File: src/rtl/eth_rx_frame_stats_if.sv
// RX AXI-Stream beat bundle between the 1G MAC receive path and its observers.
// The source has no tready: every beat presented with tvalid high is consumed.
interface eth_rx_frame_stats_if #(
    parameter int DATA_WIDTH = 8
);
    logic [DATA_WIDTH-1:0] tdata;
    logic                  tvalid;
    logic                  tlast;
    logic [2:0]            tuser;

    modport master (output tdata, tvalid, tlast, tuser);
    modport slave  (input  tdata, tvalid, tlast, tuser);
endinterface

File: src/rtl/eth_rx_frame_stats.sv
// Passive frame statistics monitor for the 1G MAC RX stream.
// Counts good/bad frames and bytes plus runts, and publishes them as an
// atomically captured snapshot. Optional feature macro:
//   ETH_RX_STATS_OVERSIZE_EN - adds the oversize frame counter
//                              (otherwise oversize_frames is tied to 0).
module eth_rx_frame_stats #(
    parameter int DATA_WIDTH       = 8,
    parameter int COUNTER_WIDTH    = 64,
    parameter int MIN_FRAME_LENGTH = 64,
    parameter int MAX_FRAME_LENGTH = 1518
) (
    input  logic                     clk,
    input  logic                     rst_n,
    eth_rx_frame_stats_if.slave      s_axis,
    input  logic                     snapshot_req,
    input  logic                     clear_req,
    output logic                     snapshot_valid,
    output logic [COUNTER_WIDTH-1:0] good_frames,
    output logic [COUNTER_WIDTH-1:0] bad_frames,
    output logic [COUNTER_WIDTH-1:0] good_bytes,
    output logic [COUNTER_WIDTH-1:0] bad_bytes,
    output logic [COUNTER_WIDTH-1:0] runt_frames,
    output logic [COUNTER_WIDTH-1:0] oversize_frames,
    output logic [15:0]              last_frame_len,
    output logic                     frame_active
);

    if (DATA_WIDTH != 8) begin : g_bad_width
        $error("eth_rx_frame_stats: only DATA_WIDTH = 8 is supported");
    end

    localparam logic [15:0] MIN_LEN = 16'(MIN_FRAME_LENGTH);

    typedef enum logic [1:0] {
        ST_SYNC  = 2'd0,
        ST_IDLE  = 2'd1,
        ST_FRAME = 2'd2
    } state_e;

    typedef struct packed {
        logic [COUNTER_WIDTH-1:0] good_frames;
        logic [COUNTER_WIDTH-1:0] bad_frames;
        logic [COUNTER_WIDTH-1:0] good_bytes;
        logic [COUNTER_WIDTH-1:0] bad_bytes;
        logic [COUNTER_WIDTH-1:0] runt_frames;
    } stats_t;

    state_e      state_q, state_d;
    logic [15:0] len_q, len_d;
    logic        pend_valid_q, pend_valid_d;
    logic [15:0] pend_len_q, pend_len_d;
    logic        pend_err_q, pend_err_d;
    stats_t      cnt_q, cnt_d, cnt_base;
    stats_t      snap_q, snap_d;
    logic        snapshot_valid_q, snapshot_valid_d;
    logic [15:0] last_len_q, last_len_d;

    logic                     is_good, is_bad, is_runt;
    logic [COUNTER_WIDTH-1:0] pend_bytes;

    // Payload bits and error-detail bits are only observed, never counted.
    logic unused_bits;
    assign unused_bits = ^{s_axis.tdata, s_axis.tuser[2:1]};

    // Frame delineation: sync to the first frame end, then count beats per frame
    // and hand each completed frame to the pending stage.
    // NOTE: every output of this block gets a default first, so no path can leave
    // a variable unassigned and infer a latch.
    always_comb begin
        state_d      = state_q;
        len_d        = len_q;
        pend_valid_d = 1'b0;
        pend_len_d   = pend_len_q;
        pend_err_d   = pend_err_q;
        if (s_axis.tvalid) begin
            unique case (state_q)
                ST_SYNC: begin
                    // Tail of a frame already in flight at reset: drop it.
                    if (s_axis.tlast) state_d = ST_IDLE;
                end
                ST_IDLE: begin
                    if (s_axis.tlast) begin
                        pend_valid_d = 1'b1;
                        pend_len_d   = 16'd1;
                        pend_err_d   = s_axis.tuser[0];
                    end else begin
                        state_d = ST_FRAME;
                        len_d   = 16'd1;
                    end
                end
                ST_FRAME: begin
                    len_d = (len_q == 16'hFFFF) ? len_q : len_q + 16'd1;
                    if (s_axis.tlast) begin
                        pend_valid_d = 1'b1;
                        pend_len_d   = len_d;
                        pend_err_d   = s_axis.tuser[0];
                        state_d      = ST_IDLE;
                    end
                end
                default: state_d = ST_SYNC;
            endcase
        end
    end

    assign is_good    = pend_valid_q & ~pend_err_q;
    assign is_bad     = pend_valid_q &  pend_err_q;
    assign is_runt    = pend_valid_q & (pend_len_q < MIN_LEN);
    assign pend_bytes = COUNTER_WIDTH'(pend_len_q);

    // Counter accumulation, clear and snapshot capture. A clear restarts from zero
    // but still folds in the pending frame; a snapshot sees pre-clear, pre-pending values.
    always_comb begin
        cnt_base          = clear_req ? '0 : cnt_q;
        cnt_d             = cnt_base;
        cnt_d.good_frames = cnt_base.good_frames + COUNTER_WIDTH'(is_good);
        cnt_d.bad_frames  = cnt_base.bad_frames  + COUNTER_WIDTH'(is_bad);
        cnt_d.good_bytes  = cnt_base.good_bytes  + (is_good ? pend_bytes : '0);
        cnt_d.bad_bytes   = cnt_base.bad_bytes   + (is_bad  ? pend_bytes : '0);
        cnt_d.runt_frames = cnt_base.runt_frames + COUNTER_WIDTH'(is_runt);
        snap_d            = snapshot_req ? cnt_q : snap_q;
        snapshot_valid_d  = snapshot_req;
        last_len_d        = pend_valid_q ? pend_len_q : last_len_q;
    end

    // State, pending stage, counters and snapshot registers.
    // NOTE: sequential state uses non-blocking assignments so every flop samples
    // the pre-edge values regardless of evaluation order.
    always_ff @(posedge clk or negedge rst_n) begin
        if (!rst_n) begin
            state_q          <= ST_SYNC;
            len_q            <= '0;
            pend_valid_q     <= 1'b0;
            pend_len_q       <= '0;
            pend_err_q       <= 1'b0;
            cnt_q            <= '0;
            snap_q           <= '0;
            snapshot_valid_q <= 1'b0;
            last_len_q       <= '0;
        end else begin
            state_q          <= state_d;
            len_q            <= len_d;
            pend_valid_q     <= pend_valid_d;
            pend_len_q       <= pend_len_d;
            pend_err_q       <= pend_err_d;
            cnt_q            <= cnt_d;
            snap_q           <= snap_d;
            snapshot_valid_q <= snapshot_valid_d;
            last_len_q       <= last_len_d;
        end
    end

`ifdef ETH_RX_STATS_OVERSIZE_EN
    localparam logic [15:0] MAX_LEN = 16'(MAX_FRAME_LENGTH);

    logic [COUNTER_WIDTH-1:0] over_cnt_q, over_cnt_d;
    logic [COUNTER_WIDTH-1:0] over_snap_q, over_snap_d;
    logic                     is_over;

    assign is_over = pend_valid_q & (pend_len_q > MAX_LEN);

    // Oversize counter follows the same clear/snapshot rules as the others.
    always_comb begin
        over_cnt_d  = (clear_req ? '0 : over_cnt_q) + COUNTER_WIDTH'(is_over);
        over_snap_d = snapshot_req ? over_cnt_q : over_snap_q;
    end

    // Oversize counter and its snapshot register.
    always_ff @(posedge clk or negedge rst_n) begin
        if (!rst_n) begin
            over_cnt_q  <= '0;
            over_snap_q <= '0;
        end else begin
            over_cnt_q  <= over_cnt_d;
            over_snap_q <= over_snap_d;
        end
    end

    assign oversize_frames = over_snap_q;
`else
    logic unused_max;
    assign unused_max      = (MAX_FRAME_LENGTH > 0);
    assign oversize_frames = '0;
`endif

    assign snapshot_valid = snapshot_valid_q;
    assign good_frames    = snap_q.good_frames;
    assign bad_frames     = snap_q.bad_frames;
    assign good_bytes     = snap_q.good_bytes;
    assign bad_bytes      = snap_q.bad_bytes;
    assign runt_frames    = snap_q.runt_frames;
    assign last_frame_len = last_len_q;
    assign frame_active   = (state_q == ST_FRAME);

endmodule

File: src/flat_wrapper.sv
// flat-port wrapper written by rule: the top's interface ports become plain ports
module eth_rx_frame_stats_flat 
#(
    parameter int DATA_WIDTH       = 8,
    parameter int COUNTER_WIDTH    = 64,
    parameter int MIN_FRAME_LENGTH = 64,
    parameter int MAX_FRAME_LENGTH = 1518
)
  (clk, rst_n, snapshot_req, clear_req, snapshot_valid, good_frames, bad_frames, good_bytes, bad_bytes, runt_frames, oversize_frames, last_frame_len, frame_active, s_axis_tdata, s_axis_tvalid, s_axis_tlast, s_axis_tuser);
  eth_rx_frame_stats_if #(.DATA_WIDTH(DATA_WIDTH)) s_axis_i ();
  input  logic clk;
  input  logic rst_n;
  input  logic snapshot_req;
  input  logic clear_req;
  output logic snapshot_valid;
  output logic [COUNTER_WIDTH-1:0] good_frames;
  output logic [COUNTER_WIDTH-1:0] bad_frames;
  output logic [COUNTER_WIDTH-1:0] good_bytes;
  output logic [COUNTER_WIDTH-1:0] bad_bytes;
  output logic [COUNTER_WIDTH-1:0] runt_frames;
  output logic [COUNTER_WIDTH-1:0] oversize_frames;
  output logic [15:0] last_frame_len;
  output logic frame_active;
  input wire logic [$bits(s_axis_i.tdata)-1:0] s_axis_tdata;
  input wire logic [$bits(s_axis_i.tvalid)-1:0] s_axis_tvalid;
  input wire logic [$bits(s_axis_i.tlast)-1:0] s_axis_tlast;
  input wire logic [$bits(s_axis_i.tuser)-1:0] s_axis_tuser;
  assign s_axis_i.tdata = s_axis_tdata;
  assign s_axis_i.tvalid = s_axis_tvalid;
  assign s_axis_i.tlast = s_axis_tlast;
  assign s_axis_i.tuser = s_axis_tuser;
  eth_rx_frame_stats #(.DATA_WIDTH(DATA_WIDTH), .COUNTER_WIDTH(COUNTER_WIDTH), .MIN_FRAME_LENGTH(MIN_FRAME_LENGTH), .MAX_FRAME_LENGTH(MAX_FRAME_LENGTH)) u_core (.clk(clk), .rst_n(rst_n), .s_axis(s_axis_i), .snapshot_req(snapshot_req), .clear_req(clear_req), .snapshot_valid(snapshot_valid), .good_frames(good_frames), .bad_frames(bad_frames), .good_bytes(good_bytes), .bad_bytes(bad_bytes), .runt_frames(runt_frames), .oversize_frames(oversize_frames), .last_frame_len(last_frame_len), .frame_active(frame_active));
endmodule
File: config.mk
export PLATFORM = sky130hd
export DESIGN_NAME = eth_rx_frame_stats_flat
export DESIGN_NICKNAME = d
export VERILOG_FILES = /design/src/rtl/eth_rx_frame_stats_if.sv /design/src/rtl/eth_rx_frame_stats.sv /design/src/flat_wrapper.sv
export SDC_FILE = /design/constraint.sdc
export NUM_CORES = 1
export LEC_CHECK = 0
export CORE_MARGIN = 2
export CORE_UTILIZATION = 30
export CTS_CLUSTER_SIZE = 40
export DETAILED_ROUTE_END_ITERATION = 12
export PLACE_DENSITY = 0.5
export SYNTH_ARGS = -nofsm -noshare
export SYNTH_HDL_FRONTEND = slang
export SYNTH_SLANG_ARGS = --single-unit
File: constraint.sdc
create_clock -name clk -period 4.5 [get_ports clk]
set_clock_uncertainty 0.05 [all_clocks]
set_input_delay 0.45 -clock clk [delete_from_list [all_inputs] [get_ports clk]]
set_output_delay 0.45 -clock clk [all_outputs]
set_load 0.05 [all_outputs]
Yosys cells after proc, flatten, opt, wreduce, memory -nomap -nowiden:

Index checks and enable logic that the tools add are counted.

* register bits: 693
* bits of input ports: 17
* output and inout bits: 402
* word-level logic and storage cells: 58

* $add $sub $neg: 6
* order comparisons: 1
* eq/ne operators: 7
* mux-type cells: 15
* bitwise logic cells: 4
* reductions and logical operators: 8

Operator list (count)
* $mux 320: 1
* $add 64x1->64: 3
* $add 64x64->64: 2
* $mux 16: 6
* $pmux 16 s2: 2
* $add 16x1->16 const B: 1
* $eq 16x16->1 const B: 1
* $lt 16x7->1 const B: 1
* $reduce_and 3->1: 3
* $mux 2: 2
* $ne 2x1->1 const B: 2
* $ne 2x2->1 const B: 2
* $pmux 2 s2: 1
* $reduce_and 4->1: 1
* $reduce_or 2->1: 2
* $and 1x1->1: 3
* $mux 1: 3
* $eq 2x1->1 const B: 1
* $eq 2x2->1 const B: 1
* $logic_not 2->1: 1
* $reduce_bool 2->1: 1
* $not 1->1: 1

Depth between registers and ports, before layout:

* depth in word-level cells: 4
* mapped depth: 18
* mapped depth without buffers: 12

Least setup slack after synthesis:

OpenSTA, ideal clock, no wires.

* path kind: input to register
* start: input clear_req
* end: register u_core.cnt_q[175] in the netlist's numbering
* library setup time: 0.078 ns
* arrival time: 4.064 ns
* required time: 4.372 ns
* path slack: 0.308 ns
* stages: 16
* buffers on the path: 8
* cells stage by stage: buf_2 > buf_2 > clkbuf_1 > buf_2 > clkbuf_1 > clkbuf_1 > nor2b_1 > ha_1 > clkbuf_1 > and4_1 > nand2_1 > o221ai_1 > a21boi_1 > buf_2 > or4_1 > a21oi_1

RTL lines
* start: declaration: line flat_wrapper.sv:14 `input logic clear_req;`
* end signal: assignment: line eth_rx_frame_stats.sv:145 `cnt_q <= cnt_d;`
* end: declaration: line eth_rx_frame_stats.sv:53 `stats_t cnt_q, cnt_d, cnt_base;`

==> flow_metrics.env <==
export IMPL_slew_headroom_pct=43.14
export IMPL_timing_final_crit_period_ns=4.006
export IMPL_die_x_um=332.9
export IMPL_worst_path_stages=13
export IMPL_p_clk_share_pct=47.7
export IMPL_synth_top_family_by_area="simple AND/OR/NAND/NOR gates"
export IMPL_drv_slew=0
export IMPL_min_delay_start="snapshot_req"
export IMPL_cts_inserted_buffers=84
export IMPL_critical_path_top_delay_family="simple AND/OR/NAND/NOR gates"
export IMPL_intPower_w=0.01059
export IMPL_core_sq_um=107200
export IMPL_arrival_ns=4.51
export IMPL_crit_type="flip-flop to flip-flop"
export IMPL_synth_adder_area_share_pct=1.742
export IMPL_worstReg2RegStart="u_core.pend_len_q[14]$_DFFE_PN0P_"
export IMPL_outcome="finished, final reports clean"
export IMPL_final_common_cell="dfrtp_1"
export IMPL_async_flop_share_pct=100.0
export IMPL_yosys_mux_area_fraction_pct=11.64
export IMPL_reg2regPathDepth=13
export IMPL_routed_wl_mm=88.90
export IMPL_regToRegEndpoint="u_core.cnt_q[54]$_DFF_PN0_"
export IMPL_p_switching_w=0.003714
export IMPL_nNetsFinal=3348
export IMPL_hold_end="u_core.snapshot_valid$_DFF_PN0_"
export IMPL_clk_pin_slew_ns=0.06
export IMPL_worst_pin_slew_ns=0.8529
export IMPL_synth_xor_area_share_pct=7.528
export IMPL_grt_use_total_pct=16.06
export IMPL_num_io_pins=419
export IMPL_clkLatencyLatePin_ns=0.67
export IMPL_whs_path_depth=1
export IMPL_cts_root_buf="clkbuf_16"
export IMPL_antenna_found_initial=1
export IMPL_io_buffers=344
export IMPL_avgSynthCellArea_sq_um=11.13
export IMPL_cp_slowest_cell="or3_1"
export IMPL_area_delta_synth_final_pct=24.14
export IMPL_cellPowerDensity_nw_per_um2=354.9
export IMPL_remaining_drc_errors=0
export IMPL_synth_compound_area_share_pct=4.571
export IMPL_dp_hpwl_mm=62.78
export IMPL_diodes=0
export IMPL_pwr_share_comb_pct=7.4
export IMPL_cap_viol_max_count=0
export IMPL_design_area_sq_um=40300
export IMPL_p_leak_nw=18.01
export IMPL_startpoint_type="flip-flop"
export IMPL_final_layout_size_suffix_gt1_share_pct=16.38
export IMPL_synth_distinct_cells=77
export IMPL_ir_drop_uv=265.3
export IMPL_place_congestion=0.8142
export IMPL_clockBufferDepth=3
export IMPL_rrSetupSlack_ns=0.49
export IMPL_tns_ns=0
export IMPL_multi_input_area_sq_um=14260
export IMPL_overflow=0
export IMPL_dieHeight_um=332.9
export IMPL_tritoncts="yes"
export IMPL_seqPwrFrac_pct=44.9
export IMPL_ant_nets=0
export IMPL_ys_seq_area_share_pct=53.42
export IMPL_routed_via_count=22680
export IMPL_crit_chain="nor4_1 > nand2_1 > nor4_1 > ha_1 > ha_1 > inv_1 > or3_4 > or3_1 > nor4_2 > buf_4 > and2_1 > nand3_1 > xnor2_1"
export IMPL_ys_warn_count=0
export IMPL_crit_path_end_kind="flip-flop"
export IMPL_dr_pass1_iters=5
export IMPL_grt_max_degree=121
export IMPL_hold_viol_final=0
export IMPL_mostFrequentLayoutCells="693 x dfrtp_1, 341 x clkdlybuf4s50_1, 331 x mux2_2"
export IMPL_min_period_over_period_pct=89.01
export IMPL_ff_latch_area_sq_um=17340
export IMPL_cp_slowest_stage_delay_ns=0.50
export IMPL_viasPerCell=4.771
export IMPL_nFillCells=10570
export IMPL_synth_area_sq_um=32460
export IMPL_grt_first_pass_wirelength_mm=140.4
export IMPL_rsz0062_at_grt="false"
export IMPL_required_ns=5.01
export IMPL_wire_per_inst_um=18.70
export IMPL_dr_first_iter_drc_count=1247
export IMPL_place_area_sq_um=37510
export IMPL_synth_edff_count=0
export IMPL_clock_sinks=693
export IMPL_synth_simple_area_share_pct=17.71
export IMPL_hold_path_class="input pin to flip-flop"
export IMPL_initial_core_util_pct=30.28
export IMPL_setup_violations=0
export IMPL_switching_share_pct=25.97
export IMPL_ys_ff_latch=693
export IMPL_htree_levels=3
export IMPL_fp_row_count=120
export IMPL_grt_pass1_vias=22880
export IMPL_netlist_instances=2916
export IMPL_max_freq_ghz=0.2497
export IMPL_synth_flop_cell="dfrtp_1"
export IMPL_crit_fanout=5
export IMPL_crit_buf_inv=2
export IMPL_die_area_sq_um=110900
per-layer routing:
| metal | global-route usage, % | wire (um) | up-vias |
|---|---|---|---|
| li1 | - | - | 10800 |
| met1 | 21.98 | 41160 | 11290 |
| met2 | 25.43 | 40900 | 464 |
| met3 | 3.440 | 4419 | 128 |
| met4 | 4.814 | 2420 | 0 |
| met5 | 0 | 0 | - |
layout make-up:
| class | count | area share (%) |
|---|---|---|
| multi-input combinational | 2066 | 35.39 |
| timing repair buffer | 397 | 9.917 |
| inverter | 45 | 0.4223 |
| clock buffer | 118 | 5.983 |
| tap | 1403 | 4.356 |
| clock inverter | 33 | 0.8973 |
| sequential | 693 | 43.04 |
cells by family (layout without fill, tap and decap cells):
kind of cell    count (synthesis)  in the layout
compound gates                244            244
xor+xnor                      279            279
fa+ha+maj                      44             44
buf+inv                       220            593
flops                         693            693
mux                           336            336
other cells                     1             64
simple gates                 1099           1099
sequential cells by signal (all words and copies together), names as in the netlist:
signal and flops:
u_core.bad_bytes 64, u_core.bad_frames 64, u_core.cnt_q 320, u_core.good_bytes 64, u_core.good_frames 64, u_core.last_frame_len 16
u_core.len_q 16, u_core.pend_err_q 1, u_core.pend_len_q 16, u_core.pend_valid_q 1, u_core.runt_frames 64, u_core.snapshot_valid 1
u_core.state_q 2
power by group through the flow:
stage                     Combinational, W  Clock [W]  Sequential [W]
final                              0.00105    0.00682         0.00643
after global routing               0.00116    0.00731         0.00643
after CTS                          0.00108    0.00705         0.00642
after detailed placement           0.00108          0         0.00653
after global placement             0.00107          0         0.00653
after floorplan                   0.000619          0         0.00659
through the flow:
| step | utilization, % | setup slack (ns) | hold slack, ns | total power [W] | std cells |
|---|---|---|---|---|---|
| final | 37.59 | 0.4945 | 0.1743 | 0.01430 | 4755 |
| after global routing | 37.59 | 0.2935 | 0.1813 | 0.01491 | 4755 |
| after CTS | 37.59 | 0.4526 | 0.1439 | 0.01456 | 4755 |
| after detailed placement | 34.99 | 0.4493 | 0.4401 | 0.007611 | 4603 |
| after global placement | 34.99 | 0.4285 | 0.4323 | 0.007605 | 4603 |
| after floorplan | - | 0.3080 | 0.1044 | 0.007212 | 2979 |
synth_stat cells, types with 3 or more instances:
library cell / number / area share [%]
o21ai_1: 3 / 0.046
a41o_1: 3 / 0.093
and3b_1: 5 / 0.13
o21a_1: 5 / 0.12
nand3_1: 118 / 1.8
nor2_1: 217 / 2.5
o22ai_1: 3 / 0.058
or4_1: 15 / 0.35
clkbuf_1: 95 / 1.1
a31o_2: 7 / 0.19
mux2i_1: 5 / 0.15
nor4b_1: 3 / 0.081
or3_1: 23 / 0.44
a21boi_0: 3 / 0.069
xor2_1: 105 / 2.8
nor2b_1: 132 / 2.5
mux2_2: 331 / 11
nor3_1: 38 / 0.59
nand2b_1: 13 / 0.25
nand4_1: 90 / 1.7
a211oi_1: 3 / 0.069
inv_1: 44 / 0.51
nor4_1: 31 / 0.60
buf_1: 7 / 0.081
xnor2_1: 174 / 4.7
buf_4: 64 / 1.5
nand2_1: 243 / 2.8
nand3b_1: 3 / 0.069
and4_1: 29 / 0.78
buf_2: 6 / 0.093
ha_1: 42 / 1.6
o31ai_1: 18 / 0.42
a21oi_1: 78 / 1.2
nor3b_1: 7 / 0.16
o21ai_0: 73 / 1.1
or2_2: 4 / 0.077
o21bai_1: 3 / 0.069
dfrtp_1: 693 / 53
buf_6: 3 / 0.10
o211ai_1: 6 / 0.14
a31oi_1: 8 / 0.15
and3_1: 80 / 1.5
and2_1: 28 / 0.54
a21o_1: 10 / 0.23
timing repair:
| action | CTS | global route |
|---|---|---|
| gates resized for setup | 0 | 0 |
| hold endpoints to repair | 74 | 0 |
| hold buffers | 1 | 0 |
| buffers inserted | 0 | 0 |
worst reg2reg max path: stages, from the launching register on:
cell and delay [ns]:
dfrtp_1 0.40, nor4_1 0.34, nand2_1 0.12, nor4_1 0.48, ha_1 0.43, ha_1 0.23, inv_1 0.05, or3_4 0.41
or3_1 0.50, nor4_2 0.33, buf_4 0.18, and2_1 0.16, nand3_1 0.10, xnor2_1 0.13
how the worst max path moves through the flow:
stage / startpoint / end / slack (ns)
2_1_floorplan: clear_req / u_core.cnt_q[175]$_DFF_PN0_ / 0.31
3_3_place_gp: u_core.pend_len_q[14]$_DFFE_PN0P_ / u_core.cnt_q[44]$_DFF_PN0_ / 0.43
3_5_place_dp: u_core.pend_len_q[14]$_DFFE_PN0P_ / u_core.cnt_q[44]$_DFF_PN0_ / 0.45
4_1_cts: u_core.pend_len_q[14]$_DFFE_PN0P_ / u_core.cnt_q[54]$_DFF_PN0_ / 0.45
5_1_grt: u_core.pend_len_q[14]$_DFFE_PN0P_ / u_core.cnt_q[62]$_DFF_PN0_ / 0.29
6_report: u_core.pend_len_q[14]$_DFFE_PN0P_ / u_core.cnt_q[54]$_DFF_PN0_ / 0.49
Note: power is estimated with default switching activity, not from simulation.
==> variant (same settings) <==
`COUNTER_WIDTH` is set to 64 in 2 places; all go to 60.
--- a/src/rtl/eth_rx_frame_stats.sv
+++ b/src/rtl/eth_rx_frame_stats.sv
@@ -6,5 +6,5 @@
 module eth_rx_frame_stats #(
     parameter int DATA_WIDTH       = 8,
-    parameter int COUNTER_WIDTH    = 64,
+    parameter int COUNTER_WIDTH    = 60,
     parameter int MIN_FRAME_LENGTH = 64,
     parameter int MAX_FRAME_LENGTH = 1518
--- a/src/flat_wrapper.sv
+++ b/src/flat_wrapper.sv
@@ -3,5 +3,5 @@
 #(
     parameter int DATA_WIDTH       = 8,
-    parameter int COUNTER_WIDTH    = 64,
+    parameter int COUNTER_WIDTH    = 60,
     parameter int MIN_FRAME_LENGTH = 64,
     parameter int MAX_FRAME_LENGTH = 1518
Ports: changed (6 resized); port bits go from 419 to 395. The function was not compared with the original's and may differ.
==> variant against the unedited design <==
Cell area is 5.2% lower. Global-route usage is 0.85 points lower. Power is 2.3% lower. Sequential power is 5.3% lower. Setup slack better by 220 ps. Critical endpoint is now u_core.cnt_q[155]. Sequential cell count is 40 lower. Cell count is 6.3% lower. Highest routed layer is now met5. Die area is 5.6% lower. Synthesized area is 5.7% lower. Wire length is 11% lower.
==> variant: results (changes against the unedited design) <==
[sta]
fin_hold_ws_ps=127  ; was 174 ps
slew_headroom_pct=35.0  ; was 43.1%

[drt]
viasPerCell=4.67  ; was 4.77
drt-initial-drc-count=1130  ; was 1247
routedWlPerCell_um=17.8  ; was 18.7 um

[floorplan]
core_area_sq_um=101000  ; was 107000 sq um

[grt]
first_global_vias=20600  ; was 22900
grt_pass1_wl_um=124000  ; was 140000 um
track_usage_pct=15.2  ; was 16.1%
grt_max_degree=113  ; was 121
antenna_found_initial=2  ; was 1

[cells_and_area]
drive_gt1_share_pct=17.2  ; was 16.4%
largest_reg_flops=300  ; was 320
nClkBuffers=109  ; was 118
nNonClkBuffers=366  ; was 397
buffer_area_share_pct=9.66  ; was 9.92%
sh_seq_area_pct=42.8  ; was 43.0%
layout.nets=3082  ; was 3348
nNonClkInverters=41  ; was 45
largest_register=u_core.cnt_q  ; unchanged
clk_share_pct=7.42  ; was 6.88%
multi_input_area_sq_um=13500  ; was 14300 sq um
antenna_cells=1  ; was 0
multi_input_area_share_pct=35.2  ; was 35.4%
fillers=9921  ; was 10600
multi_input_gates=1879  ; was 2066

[setup_path]
rr_endpoint=u_core.cnt_q[155]  ; was u_core.cnt_q[54]
r2r_slack_ps=720  ; was 490 ps
reg2regPathDepth=11  ; was 13
worstPathMaxFanout=18  ; was 5
max_stage_delay_ps=610  ; was 500 ps
reg2reg_from=u_core.pend_err_q  ; was u_core.pend_len_q[14]
crit_slowest_cell=dfrtp_1  ; was or3_1
cp.arrival_ps=4310  ; was 4510 ps

[status]
outcome=completed  ; unchanged

[clock_tree]
cts_made_buffers=80  ; was 84
clock_latency_ps=660
clockRootBuffer=clkbuf_16  ; unchanged

[yosys]
synth_cell_type_count=84  ; was 77
async_reset_ff_share_pct=100  ; unchanged
netlist_top_cells_count=dfrtp_1 (653), mux2_2 (318), nor2_1 (188)  ; was dfrtp_1 (693), mux2_2 (331), nand2_1 (243)
yosys_warnings=0  ; unchanged
ys_seq_area_share_pct=53.4  ; about the same
ys_top_cells_by_area=dfrtp_1 (53%), mux2_2 (12%), xnor2_1 (4.6%)  ; was dfrtp_1 (53%), mux2_2 (11%), xnor2_1 (4.7%)
ys_seq_elements=653  ; was 693

[worst_hold_path]
whs_path_depth=2  ; was 1
hold_start=clear_req  ; was snapshot_req
worstHoldEndpoint=u_core.cnt_q[184]  ; was u_core.snapshot_valid

[power_and_ir_drop]
peakVddDrop_v=0.000222  ; was 0.000265 V
leakage_nw=17.0  ; was 18.0 nW
p_int_mw=10.4  ; was 10.6 mW

[place]
hpwl_um=55700  ; was 62800 um
routabilityCongestion=0.802  ; was 0.814
place_area_sq_um=35300  ; was 37500 sq um
portBuffers=324  ; was 344

-- variant: changes by cell type in the layout (fill, tap and decap cells not counted), moves of 16 or more --
cell             before  now
nand3_1             118  102
nor2_1              217  188
nand2_1             243  154
and3_1               80   61
nand2b_1             13   49
clkdlybuf4s50_1     341  321
nor2b_1             132  114
dfrtp_1             693  653
nor4_1               31    8
nand4_1              90   65
-- variant: cells by family after synthesis --
| family | count (synthesis) | share of synthesized area (%) |
|---|---|---|
| muxes | 325 | 11.9 |
| other | 1 | 0.0122 |
| and+or+nand+nor | 951 | 17.2 |
| adders and majority gates | 44 | 1.85 |
| AOI/OAI and AO/OA | 248 | 5.05 |
| xor gates and xnor gates | 251 | 7.18 |
| DFF | 653 | 53.4 |
| buffers and inverters | 205 | 3.40 |
-- variant: worst max-delay path, delay by kind of cell, from the launching register on --
family | cells | cell delay [ps]
buffers and inverters | 1 | 210
flip-flops | 1 | 610
AO/OA/AOI/OAI | 6 | 1730
adder cells (fa/ha/maj) | 1 | 340
AND/OR/NAND/NOR | 3 | 740
-- variant: power groups by stage --
| stage | Combinational (mW) | Sequential, mW | Clock, mW |
|---|---|---|---|
| floorplan | 0.613 | 6.24 | 0 |
| global route | 1.13 | 6.10 | 7.34 |
| detailed placement | 1.04 | 6.19 | 0 |
| CTS | 1.04 | 6.09 | 7.12 |
| global placement | 1.03 | 6.19 | 0 |
| finish | 1.02 | 6.09 | 6.87 |
-- variant: routing by layer --
| metal | up-vias | track usage [%] | share of wire (%) |
|---|---|---|---|
| met5 | - | 0 | 0.034 |
| met4 | 4 | 4.34 | 1.8 |
| met3 | 86 | 3.31 | 4.9 |
| met2 | 378 | 23.5 | 46 |
| met1 | 10400 | 21.4 | 48 |
| li1 | 9962 | - | - |
-- variant: metrics by stage --
step	instances	setup WS (ps)
detailed placement	4306	704
global placement	4306	711
CTS	4453	676
finish	4454	718
floorplan	2737	531
global route	4453	369
-- variant: timing repair --
action                                  4_1_cts  5_1_grt
resized for setup                             0        0
endpoints found under the setup margin        0        0
hold buffers                                  1        0
endpoints found under the hold margin        87        0
-- variant: worst max-delay path by stage --
stage / slack [ps] / start / end / cells past startpoint
after detailed placement: 700 / u_core.pend_len_q[14] / u_core.cnt_q[56] / 10
after global routing: 370 / u_core.pend_len_q[11] / u_core.cnt_q[56] / 10
after floorplan: 530 / clear_req / u_core.cnt_q[143] / 16
after global placement: 710 / u_core.pend_err_q / u_core.cnt_q[166] / 12
after CTS: 680 / u_core.pend_len_q[14] / u_core.cnt_q[56] / 10
final: 720 / u_core.pend_err_q / u_core.cnt_q[155] / 11
